**src/rtl/player_anim_fsm.sv**
```systemverilog
// player_anim_fsm
//   Per-player animation and motion controller. It arbitrates button inputs
//   and hit events into an action state, steps animation frames at a divided
//   frame_tick rate, and moves the player horizontally within the arena. It
//   also flags the window in which attack 1 can land a hit.
//
// Ports
//   clk           in   pixel/system clock
//   rst_n         in   asynchronous active-low reset
//   frame_tick    in   one-cycle pulse per video frame; gates every update
//   btn_left      in   move left (level, synchronised)
//   btn_right     in   move right (level, synchronised)
//   btn_atk1      in   request attack 1 (level)
//   btn_atk2      in   request attack 2 (level)
//   hit_in        in   opponent hit landed this frame (level)
//   anim_state    out  0=IDLE 1=MOVE 3=ATK1 4=ATK2 5=HIT
//   anim_frame    out  frame index within the current state
//   facing_right  out  1=right, 0=left
//   pos_x         out  sprite left edge, X_MIN..X_MAX
//   attack_active out  ATK1 frame inside [ATK1_ACT_LO, ATK1_ACT_HI]
//   busy          out  ATK1/ATK2/HIT, which lock out button input
module player_anim_fsm #(
  parameter int TICKS_PER_FRAME = 4,
  parameter int SPEED           = 2,
  parameter int X_INIT          = 100,
  parameter int X_MIN           = 0,
  parameter int X_MAX           = 514,
  parameter bit FACE_INIT       = 1'b1,
  parameter int IDLE_FRAMES     = 10,
  parameter int RUN_FRAMES      = 8,
  parameter int ATK1_FRAMES     = 18,
  parameter int ATK2_FRAMES     = 12,
  parameter int HIT_FRAMES      = 6,
  parameter int ATK1_ACT_LO     = 8,
  parameter int ATK1_ACT_HI     = 11
) (
  input  logic       clk,
  input  logic       rst_n,
  input  logic       frame_tick,
  input  logic       btn_left,
  input  logic       btn_right,
  input  logic       btn_atk1,
  input  logic       btn_atk2,
  input  logic       hit_in,
  output logic [3:0] anim_state,
  output logic [5:0] anim_frame,
  output logic       facing_right,
  output logic [9:0] pos_x,
  output logic       attack_active,
  output logic       busy
);

  localparam int DIV_W = (TICKS_PER_FRAME > 1) ? $clog2(TICKS_PER_FRAME) : 1;

  typedef enum logic [3:0] {
    ST_IDLE = 4'd0,
    ST_MOVE = 4'd1,
    ST_ATK1 = 4'd3,
    ST_ATK2 = 4'd4,
    ST_HIT  = 4'd5
  } state_t;

  state_t             state, state_n;
  logic [5:0]         frame, frame_n;
  logic [DIV_W-1:0]   div, div_n;
  logic [9:0]         pos, pos_n;
  logic               facing, facing_n;

  state_t             target;
  logic               restart;
  logic               one_dir;
  logic               last_frame;
  logic               div_wrap;
  logic [5:0]         frame_cnt;
  logic signed [10:0] pos_calc;

  function automatic logic [5:0] count_of(input state_t s);
    case (s)
      ST_MOVE: count_of = 6'(RUN_FRAMES);
      ST_ATK1: count_of = 6'(ATK1_FRAMES);
      ST_ATK2: count_of = 6'(ATK2_FRAMES);
      ST_HIT:  count_of = 6'(HIT_FRAMES);
      default: count_of = 6'(IDLE_FRAMES);
    endcase
  endfunction

  always_comb begin
    busy          = (state == ST_ATK1) || (state == ST_ATK2) || (state == ST_HIT);
    attack_active = (state == ST_ATK1) &&
                    (frame >= 6'(ATK1_ACT_LO)) && (frame <= 6'(ATK1_ACT_HI));
  end

  always_comb begin
    state_n    = state;
    frame_n    = frame;
    div_n      = div;
    pos_n      = pos;
    facing_n   = facing;
    target     = state;
    restart    = 1'b0;
    pos_calc   = '0;
    one_dir    = btn_left ^ btn_right;
    frame_cnt  = count_of(state);
    last_frame = (frame >= frame_cnt - 6'd1);
    div_wrap   = (div == DIV_W'(TICKS_PER_FRAME - 1));

    // Pick the target state; restart=1 whenever the state changes (or HIT re-fires)
    if (hit_in) begin
      target  = ST_HIT;
      restart = 1'b1;
    end else if (busy) begin
      target  = state;
      restart = 1'b0;
    end else if (btn_atk1) begin
      target  = ST_ATK1;
      restart = 1'b1;
    end else if (btn_atk2) begin
      target  = ST_ATK2;
      restart = 1'b1;
    end else if (one_dir) begin
      target  = ST_MOVE;
      restart = (state != ST_MOVE);
    end else begin
      target  = ST_IDLE;
      restart = (state != ST_IDLE);
    end

    if (restart) begin
      state_n = target;
      frame_n = '0;
      div_n   = '0;
    end else if (div_wrap) begin
      div_n = '0;
      if (last_frame) begin
        // One-shot actions drop back to IDLE; loops just wrap
        frame_n = '0;
        if (busy) state_n = ST_IDLE;
      end else begin
        frame_n = frame + 6'd1;
      end
    end else begin
      div_n = div + DIV_W'(1);
    end

    if (!busy && one_dir) facing_n = btn_right;

    // Clamp in signed 11-bit so stepping left of 0 cannot wrap
    if (state_n == ST_MOVE) begin
      if (btn_right) pos_calc = $signed({1'b0, pos}) + $signed(11'(SPEED));
      else           pos_calc = $signed({1'b0, pos}) - $signed(11'(SPEED));
      if (pos_calc < $signed(11'(X_MIN)))      pos_n = 10'(X_MIN);
      else if (pos_calc > $signed(11'(X_MAX))) pos_n = 10'(X_MAX);
      else                                     pos_n = pos_calc[9:0];
    end
  end

  always_ff @(posedge clk or negedge rst_n) begin
    if (!rst_n) begin
      state  <= ST_IDLE;
      frame  <= '0;
      div    <= '0;
      pos    <= 10'(X_INIT);
      facing <= FACE_INIT;
    end else if (frame_tick) begin
      state  <= state_n;
      frame  <= frame_n;
      div    <= div_n;
      pos    <= pos_n;
      facing <= facing_n;
    end
  end

  assign anim_state   = state;
  assign anim_frame   = frame;
  assign facing_right = facing;
  assign pos_x        = pos;

endmodule
```
**config.mk**
```make
export PLATFORM = sky130hd
export DESIGN_NAME = player_anim_fsm
export DESIGN_NICKNAME = d
export VERILOG_FILES = /design/src/rtl/player_anim_fsm.sv
export SDC_FILE = /design/constraint.sdc
export NUM_CORES = 1
export LEC_CHECK = 0
export CAP_MARGIN = 40
export CORE_ASPECT_RATIO = 0.9
export CORE_MARGIN = 2
export CORE_UTILIZATION = 50
export CTS_BUF_LIST = sky130_fd_sc_hd__clkbuf_4 sky130_fd_sc_hd__clkbuf_8
export CTS_CLUSTER_SIZE = 30
export DETAILED_ROUTE_END_ITERATION = 8
export PLACE_DENSITY = 0.75
export SLEW_MARGIN = 20
export SYNTH_ARGS = -nofsm -noshare
export SYNTH_HDL_FRONTEND = slang
export SYNTH_SLANG_ARGS = --single-unit
```
**constraint.sdc**
```tcl
create_clock -name clk -period 4.3 [get_ports clk]
set_clock_uncertainty 0.2 [all_clocks]
set_input_delay 1.29 -clock clk [delete_from_list [all_inputs] [get_ports clk]]
set_output_delay 1.29 -clock clk [all_outputs]
set_load 0.02 [all_outputs]
```
# Yosys cells after proc, flatten, opt, wreduce, memory -nomap -nowiden
# Cells that the tools add are included.
# op_classes
addsub,5
n_lt_le_gt_ge,5
n_eq_ne,7
mux,24
bitwise,1
n_reduce_logical,11
# op_table
operator,count
$mux W4,6
$mux W11,2
$mux W10,2
$pmux W5 S4,1
$mux W6,3
$add A10 B2 Y11 const B,1
$gt A11 B11 Y1 const B,1
$lt A11 B1 Y1 const B,1
$sub A10 B2 Y11 const B,1
$eq A4 B1 Y1 const B,2
$eq A4 B3 Y1 const B,2
$add A6 B1 Y6 const B,1
$ge A6 B4 Y1 const B,1
$ge A6 B6 Y1,1
$le A6 B4 Y1 const B,1
$mux W1,6
$mux W3,2
$reduce_and A2 Y1,3
$sub A6 B1 Y6 const B,1
$eq A4 B2 Y1 const B,1
$mux W2,2
$ne A4 B1 Y1 const B,1
$reduce_bool A4 Y1,1
$logic_and A1 B1 Y1,3
other kinds (6),7
# totals
reg_bits,23
inputBits,8
out_inout_bits,23
wordCells,58

# Longest topological paths before layout
# Gate-level depths: netlist of run 1.
# depth
ltp_word,12
ltp_mapped,13
ltp_nobuf,12

# Least setup slack after synthesis of run 1
# Ideal clock, no wire load.
# synth_timing
path_kind,in2reg
startpoint,input port btn_right
endpoint,register pos[7] (netlist: pos_x[7])
setup_time_ns,0.128
arrival_time_ns,3.343
required_ns,3.972
setup_slack_ns,0.629
cell_stages,8
path_buffers,0
cell_sequence,inv_1 > ha_1 > a21oi_1 > o221ai_1 > and4_1 > a2111oi_4 > nor3_1 > mux2_1
# synth_between
elab_chain_cells,9
elab_cells_between_ends,20
classes_between,2 x order compare; 1 x eq/ne; 15 x mux; 1 x bitwise; 1 x reduce/logical
# synth_lines
item,line,rtl
start: declaration,41,"input logic btn_right,"
$xor A1 B1 Y1,102,one_dir = btn_left ^ btn_right;
$mux W1,120,end else if (one_dir) begin
$mux W3 / $mux W1 (equally long branches),117,end else if (btn_atk2) begin
$mux W3 / $mux W1 (equally long branches),114,end else if (btn_atk1) begin
$mux W4 / $mux W1 (equally long branches),111,end else if (busy) begin
$mux W4 / $mux W1 (equally long branches),108,if (hit_in) begin
$mux W4,128,if (restart) begin
$eq A4 B1 Y1,148,if (state_n == ST_MOVE) begin
$reduce_and A2 Y1 (no source line),n/a,
end signal: assignment,162,pos <= 10'(X_INIT);
end signal: assignment,168,pos <= pos_n;
end: declaration,66,"logic [9:0] pos, pos_n;"
# Parallel ways exist; a longest one is shown, timed or not. The select of a mux whose other input is x is not followed.
# A chain may end at the register's enable or synchronous reset.

# Final worst setup path of run 1
# Same ends and word-level chain as after synthesis.

==> metrics.txt, run 1 <==
critical path arrival=between 4000 and 5000 ps; routed length per instance=around 16 µm; switching share of power=38.54%; Hold Startpoint=facing_right; Worst Hold End=facing_right; cell area after synthesis=0.002012 mm²; multi-input logic area=between 0.001 and 0.0015 mm²; Mean Syn Cell Area=roughly 9.6 µm²; gr usage total=about a fifth; largest net degree at the start of global routing=17; initial core utilization=between 50 and 60%; YS warnings=0; Finished Layout Cells=between 200 and 300; top cell type's share of synthesized area=between 20 and 25%; routed wire length=between 4000 and 5000 µm; worst reg2reg startpoint=anim_state[1]; post-synth top area cell=dfrtp_1; worst min-delay path category=register to register; CP max stage cell=a2111oi_4; Die ar.=between 0.004 and 0.005 mm²; synthesized net count=around 240; sequential share of power=35.6%; via count=1731; total CTS buffers=3; htree depth=1; crit path max fanout=9; Final Max Slew Viols=0; clock sink total=22; Crit Path Category=input port to register; worst-margin pin slew=a little under 700 ps; Post-synth top flop=dfrtp_1; worst reg2reg path endpoint=pos_x[7]; Seq. cell area=around 560 µm²; Async SR Flop Fraction=between 90% and 100%; library cell with the highest instance count after synthesis=o21ai_0; slowest stage delay, CP=a little under 700 ps; Remaining DRCs=0; Clock Power Share=18.9%; hold slack final=302.1 ps; switching power=roughly 300 µW; final setup margin=between 80 and 90 ps; Final Hold Fails=0; detailed placement HPWL=between 3000 and 4000 µm; I/O pins=31; Longest Clk Path Bufs=2; Area Growth Syn to Fin=21.27%; Clock Tree Root=clkbuf_8; MaxCap Viol Count=0; fin nets=272; synth top area cells=dfrtp_1 (22%), ha_1 (11%), dfstp_2 (5.2%); core area=0.003784 mm²; peak supply drop=~0.26 mV; Synth Register Bits=22; status=complete, no violations; Reg2Reg Setup Slack=around 680 ps; final setup vio count=0; Final ANT Viol Nets=0; port bufs=29; row count=21; RD Place Congestion=0.9188; # diodes=0; vias in the first global route=roughly 1600; Cells after DPL=286; Slew headroom=between 50% and 60%; global route overflow=0; hold depth=2; Finished Cell Area=0.002440 mm²; first-pass GRT wire length=between 7000 and 8000 µm; die height=around 64 µm; ordered cell list for the critical path=clkdlybuf4s50_1 > inv_1 > ha_1 > nand3_1 > o221ai_1 > a2111oi_2 > a2111oi_4 > nor3_1 > mux2_1; fmax=roughly 240 MHz; P_leak=1.008 nW; number of synthesized flops with an enable pin=0; placed cell areas=0.002380 mm²; Cell Pwr Density=317.9 mW/mm²; crit path launch=btn_right; number of detailed-route iterations in the first pass=4; Worst-path clk slew=~80 ps; Final min period=~4200 ps; Post-Syn Instances=between 200 and 250; CP Launch Type=input port; Worst Setup Slack post-DPL=-121.1 ps; Unique masters post-synth=62; Layout fillers=between 300 and 400; power share of the combinational group=a little under half; Setup TNS=0 ps; Worst EP required=4250 ps; Critical Path Sink Type=register; Clk Latency, worst-skew pair=around 260 ps; layout cells sized above 1=approximately an eighth; antenna violations before repair=0; Worst R2R Path Depth=11; sequential share of the synthesized area=27.61%; 1st-iter DRT viols=95; vias per inst=5.969; top cells by count, synth=o21ai_0 (20), dfrtp_1 (18), ha_1 (18); DIE WIDTH=70.87 µm; CTS tree=yes; internal power=around 480 µW; period utilisation layout=97.99%
==> metrics by stage <==
stage | util (%) | power, mW
after global placement | 62.17 | 0.6177
after floorplan | - | 0.5048
after global routing | 64.48 | 0.8280
final | 64.48 | 0.7757
after detailed placement | 62.90 | 0.6259
after CTS | 64.35 | 0.7752
==> cell type report <==
type,count,share of cell area (%)
timing repair buffer,35,14.56
multi-input combinational,171,56.00
clock buffer,4,2.256
sequential,22,22.77
tap,46,2.359
inverter,12,2.051
==> cells in the final DEF (no fill, tap or decap), types with 6 or more instances in the layout <==
| cell type | instances |
|---|---|
| clkdlybuf4s50_1 | 29 |
| o21ai_0 | 20 |
| ha_1 | 18 |
| dfrtp_1 | 18 |
| nand2_1 | 15 |
| inv_1 | 11 |
| nand3_1 | 11 |
| nor2_1 | 8 |
| a21oi_1 | 7 |
| o31ai_1 | 7 |
| o21a_1 | 6 |
==> critical path, delay by kind of cell <==
family | cells | cell delay (ps)
compound gates | 3 | 1220
buf+inv | 2 | 670
fa+ha+maj | 1 | 430
mux | 1 | 310
simple gates | 2 | 240
==> worst max path at each step <==
stage,to,slack (ps)
after floorplan,pos_x[7],630
after detailed placement,pos_x[7],-120
after CTS,pos_x[7],130
final,pos_x[7],90
after global routing,pos_x[7],-20
after global placement,pos_x[7],-130
==> repair_timing <==
item,CTS,global route
setup buffers,0,0
hold buffers,0,0
setup endpoints to repair,0,3
resized for setup,0,1
==> flip-flops by register name (all words and copies together), names as in the netlist <==
name / count
facing_right: 1
anim_state: 4
anim_frame: 6
pos_x: 9
div: 2
==> metal layers <==
metal  GRT usage [%]  wire length [µm]  up-vias
li1                -                 -      867
met1           33.50              2507      823
met2           29.91              2018       41
met3           4.574               224        0
met4           2.358                 0        0
met5               0                 0        -
==> power by group through the flow <==
stage	clock network [mW]	registers (mW)	logic (mW)
floorplan	0	0.295	0.210
global placement	0	0.278	0.339
detailed placement	0	0.279	0.347
CTS	0.151	0.275	0.350
global route	0.158	0.280	0.389
finish	0.147	0.276	0.353
==> kinds of logic after synthesis <==
kind of cell               after synthesis  synth area share (%)
AOI/OAI and AO/OA                       76                 31.53
xor gates and xnor gates                11                 5.472
adders and majority gates               19                 12.19
buffers and inverters                   17                 4.726
DFF                                     22                 27.61
muxes                                    3                 2.052
other                                    1                0.1864
and+or+nand+nor                         61                 16.23
(Power assumes the default switching activity.)
==> inputs of run 2 (changes only) <==
--- a/config.mk
+++ b/config.mk
@@ -5,7 +5,6 @@
 export SDC_FILE = /design/constraint.sdc
 export NUM_CORES = 1
 export LEC_CHECK = 0
-export CAP_MARGIN = 40
 export CORE_ASPECT_RATIO = 0.9
 export CORE_MARGIN = 2
 export CORE_UTILIZATION = 50
@@ -13,6 +12,7 @@
 export CTS_CLUSTER_SIZE = 30
 export DETAILED_ROUTE_END_ITERATION = 8
 export PLACE_DENSITY = 0.75
+export SKIP_LAST_GASP = 1
 export SLEW_MARGIN = 20
 export SYNTH_ARGS = -nofsm -noshare
 export SYNTH_HDL_FRONTEND = slang
==> metrics.txt, run 2 (synthesized netlist as in run 1, its figures left out) <==
power share of the combinational group=45.3% (-0.2 points); fin nets=271 (-0.37%); Longest Clk Path Bufs=2 (unchanged); Worst-path clk slew=80 ps (about the same); period utilisation layout=97.51% (-0.49 points); Worst R2R Path Depth=11 (unchanged); Clk Latency, worst-skew pair=260 ps (about the same); family with the most delay on the worst path=compound AO/OA/AOI/OAI gates; I/O pins=31 (unchanged); critical path arrival=4140 ps (-20 ps); routed length per instance=16.26 µm (-0.73%); die height=64.18 µm (unchanged); Die ar.=0.004548 mm² (unchanged); Seq. cell area=555.5 µm² (unchanged); # diodes=0 (unchanged); via count=1773 (+2.4%); P_leak=0.9949 nW (-1.3%); Final min period=4193 ps (-20.99 ps); switching power=298.6 µW (-0.12%); routed wire length=4698 µm (-1.1%); Remaining DRCs=0 (unchanged); Layout fillers=325 (+2.8%); core area=0.003784 mm² (unchanged); Cell Pwr Density=320.8 mW/mm² (+0.92%); Final Hold Fails=0 (unchanged); 1st-iter DRT viols=135 (+42%); Worst EP required=4250 ps (about the same); MaxCap Viol Count=0 (unchanged); commonest non-fill, non-tap cell in the layout=clkdlybuf4s50_1; Clock Tree Root=clkbuf_8; gr usage total=21.53% (+0.41 points); max FFs per register=9 (unchanged); hold slack final=301.1 ps (-0.9930 ps); row count=21 (unchanged); detailed placement HPWL=3616 µm (-1.5%); CP max stage cell=a2111oi_4; Area Growth Syn to Fin=19.65%; antenna violations before repair=0 (unchanged); multi-input logic area=0.001366 mm² (unchanged); switching share of power=38.66% (+0.12 points); ordered cell list for the critical path=clkdlybuf4s50_1 > inv_1 > ha_1 > nand3_1 > o221ai_1 > a2111oi_2 > a2111oi_4 > nor3_1 > mux2_1; peak supply drop=0.2765 mV (+7.2%); Final ANT Viol Nets=0 (unchanged); Slew headroom=54.57% (-0.56 points); slowest stage delay, CP=680 ps (about the same); vias in the first global route=1650 (+2.0%); largest net degree at the start of global routing=23 (+6); Crit Path Category=input port to register; most frequent cells in the layout=clkdlybuf4s50_1 (28), o21ai_0 (20), ha_1 (18), dfrtp_1 (18), nand2_1 (15); worst-margin pin slew=681.5 ps (+8.416 ps); first-pass GRT wire length=7900 µm (+1.2%); global route overflow=0 (unchanged); Post-CTS Setup Inserts=0 (unchanged); status=complete, no violations; CP Buf/Inv Count=2 (unchanged); Critical Path Sink Type=register; final setup vio count=0 (unchanged); Final Max Slew Viols=0 (unchanged); RD Place Congestion=0.9188 (unchanged); layout cells sized above 1=13.17% (+0.054 points); htree depth=1 (unchanged); port bufs=29 (unchanged); CP Launch Type=input port; initial core utilization=53.17% (unchanged); sequential share of power=35.6% (about the same); number of detailed-route iterations in the first pass=5 (+1); crit path max fanout=9 (unchanged); DIE WIDTH=70.87 µm (unchanged); vias per inst=6.135 (+2.8%); clock sink total=22 (unchanged); hold depth=1 (-1); Critical Path Stages=9 (unchanged); worst min-delay path category=register to register; total CTS buffers=3 (unchanged); final core area utilization=63.62% (-0.86 points); fmax=238.5 MHz (+0.50%); Clock Power Share=19.1% (+0.2 points); CTS tree=yes; internal power=473.7 µW (-0.62%)
[run 2: changes by cell type in the layout (fill, tap and decap cells not counted)]
cell / previous run / this run
buf_2: 0 / 1
buf_16: 1 / 0
clkdlybuf4s50_1: 29 / 28
[run 2: timing repair]
action	in CTS	in global routing
endpoints found under the setup margin	0	3
hold buffers	0	0
resized for setup	0	1
[run 2: per-stage QoR]
step	TNS, ps	worst slack, ps	power, mW	area, µm²	cells
after global routing	-81.88	-35.17	0.8290	2407	289
after detailed placement	-247.5	-95.77	0.6229	2352	285
after floorplan	0	629.3	0.5048	2012	210
after CTS	0	164.3	0.7734	2407	289
after global placement	-340.3	-128.7	0.6177	2352	285
final	0	107.3	0.7724	2407	289
[run 2: worst paths after layout]
path	start	to	slack (ps)
worst max-delay path	btn_right	pos_x[7]	110
worst min-delay path	div[1]	div[1]	300
worst max register to register	anim_state[1]	pos_x[7]	710
worst min register to register	div[1]	div[1]	300
max in group asynchronous	rst_n	pos_x[2]	2750
min in group asynchronous	rst_n	anim_frame[2]	780
[run 2: routing by layer]
| layer | up-vias | GRT usage [%] | routed length (µm) | share of wire [%] |
|---|---|---|---|---|
| met5 | - | 0 | 0 | 0 |
| li1 | 862 | - | - | - |
| met3 | 4 | 3.943 | 234 | 5.0 |
| met1 | 859 | 33.24 | 2348 | 50 |
| met4 | 0 | 2.594 | 17 | 0.36 |
| met2 | 48 | 32.01 | 2097 | 45 |
[run 2: cell type report]
cell class                 instances  area share (%)
inverter                          12           2.079
sequential                        22           23.08
timing repair buffer              34           13.41
multi-input combinational        171           56.76
clock buffer                       4           2.287
tap                               46           2.391
[run 2: power groups by stage]
stage / Sequential [mW] / Clock [mW] / Combinational, mW
after detailed placement: 0.278 / 0 / 0.344
after global routing: 0.280 / 0.159 / 0.389
after global placement: 0.278 / 0 / 0.339
after floorplan: 0.295 / 0 / 0.210
after CTS: 0.275 / 0.152 / 0.347
final: 0.275 / 0.148 / 0.350
==> inputs of run 3 (changes only) <==
--- a/config.mk
+++ b/config.mk
@@ -11,6 +11,7 @@
 export CTS_BUF_LIST = sky130_fd_sc_hd__clkbuf_4 sky130_fd_sc_hd__clkbuf_8
 export CTS_CLUSTER_SIZE = 30
 export DETAILED_ROUTE_END_ITERATION = 8
+export MAX_ROUTING_LAYER = met4
 export PLACE_DENSITY = 0.75
 export SKIP_LAST_GASP = 1
 export SLEW_MARGIN = 20
==> results of run 3 <==
Same layout as run 2: the final DEF is identical, and so are final timing and power.
Main changes from that run: final weighted congestion in routability-driven placement 0.9188 -> 0.9349; overall routing resource usage 21.53% -> 22.12%
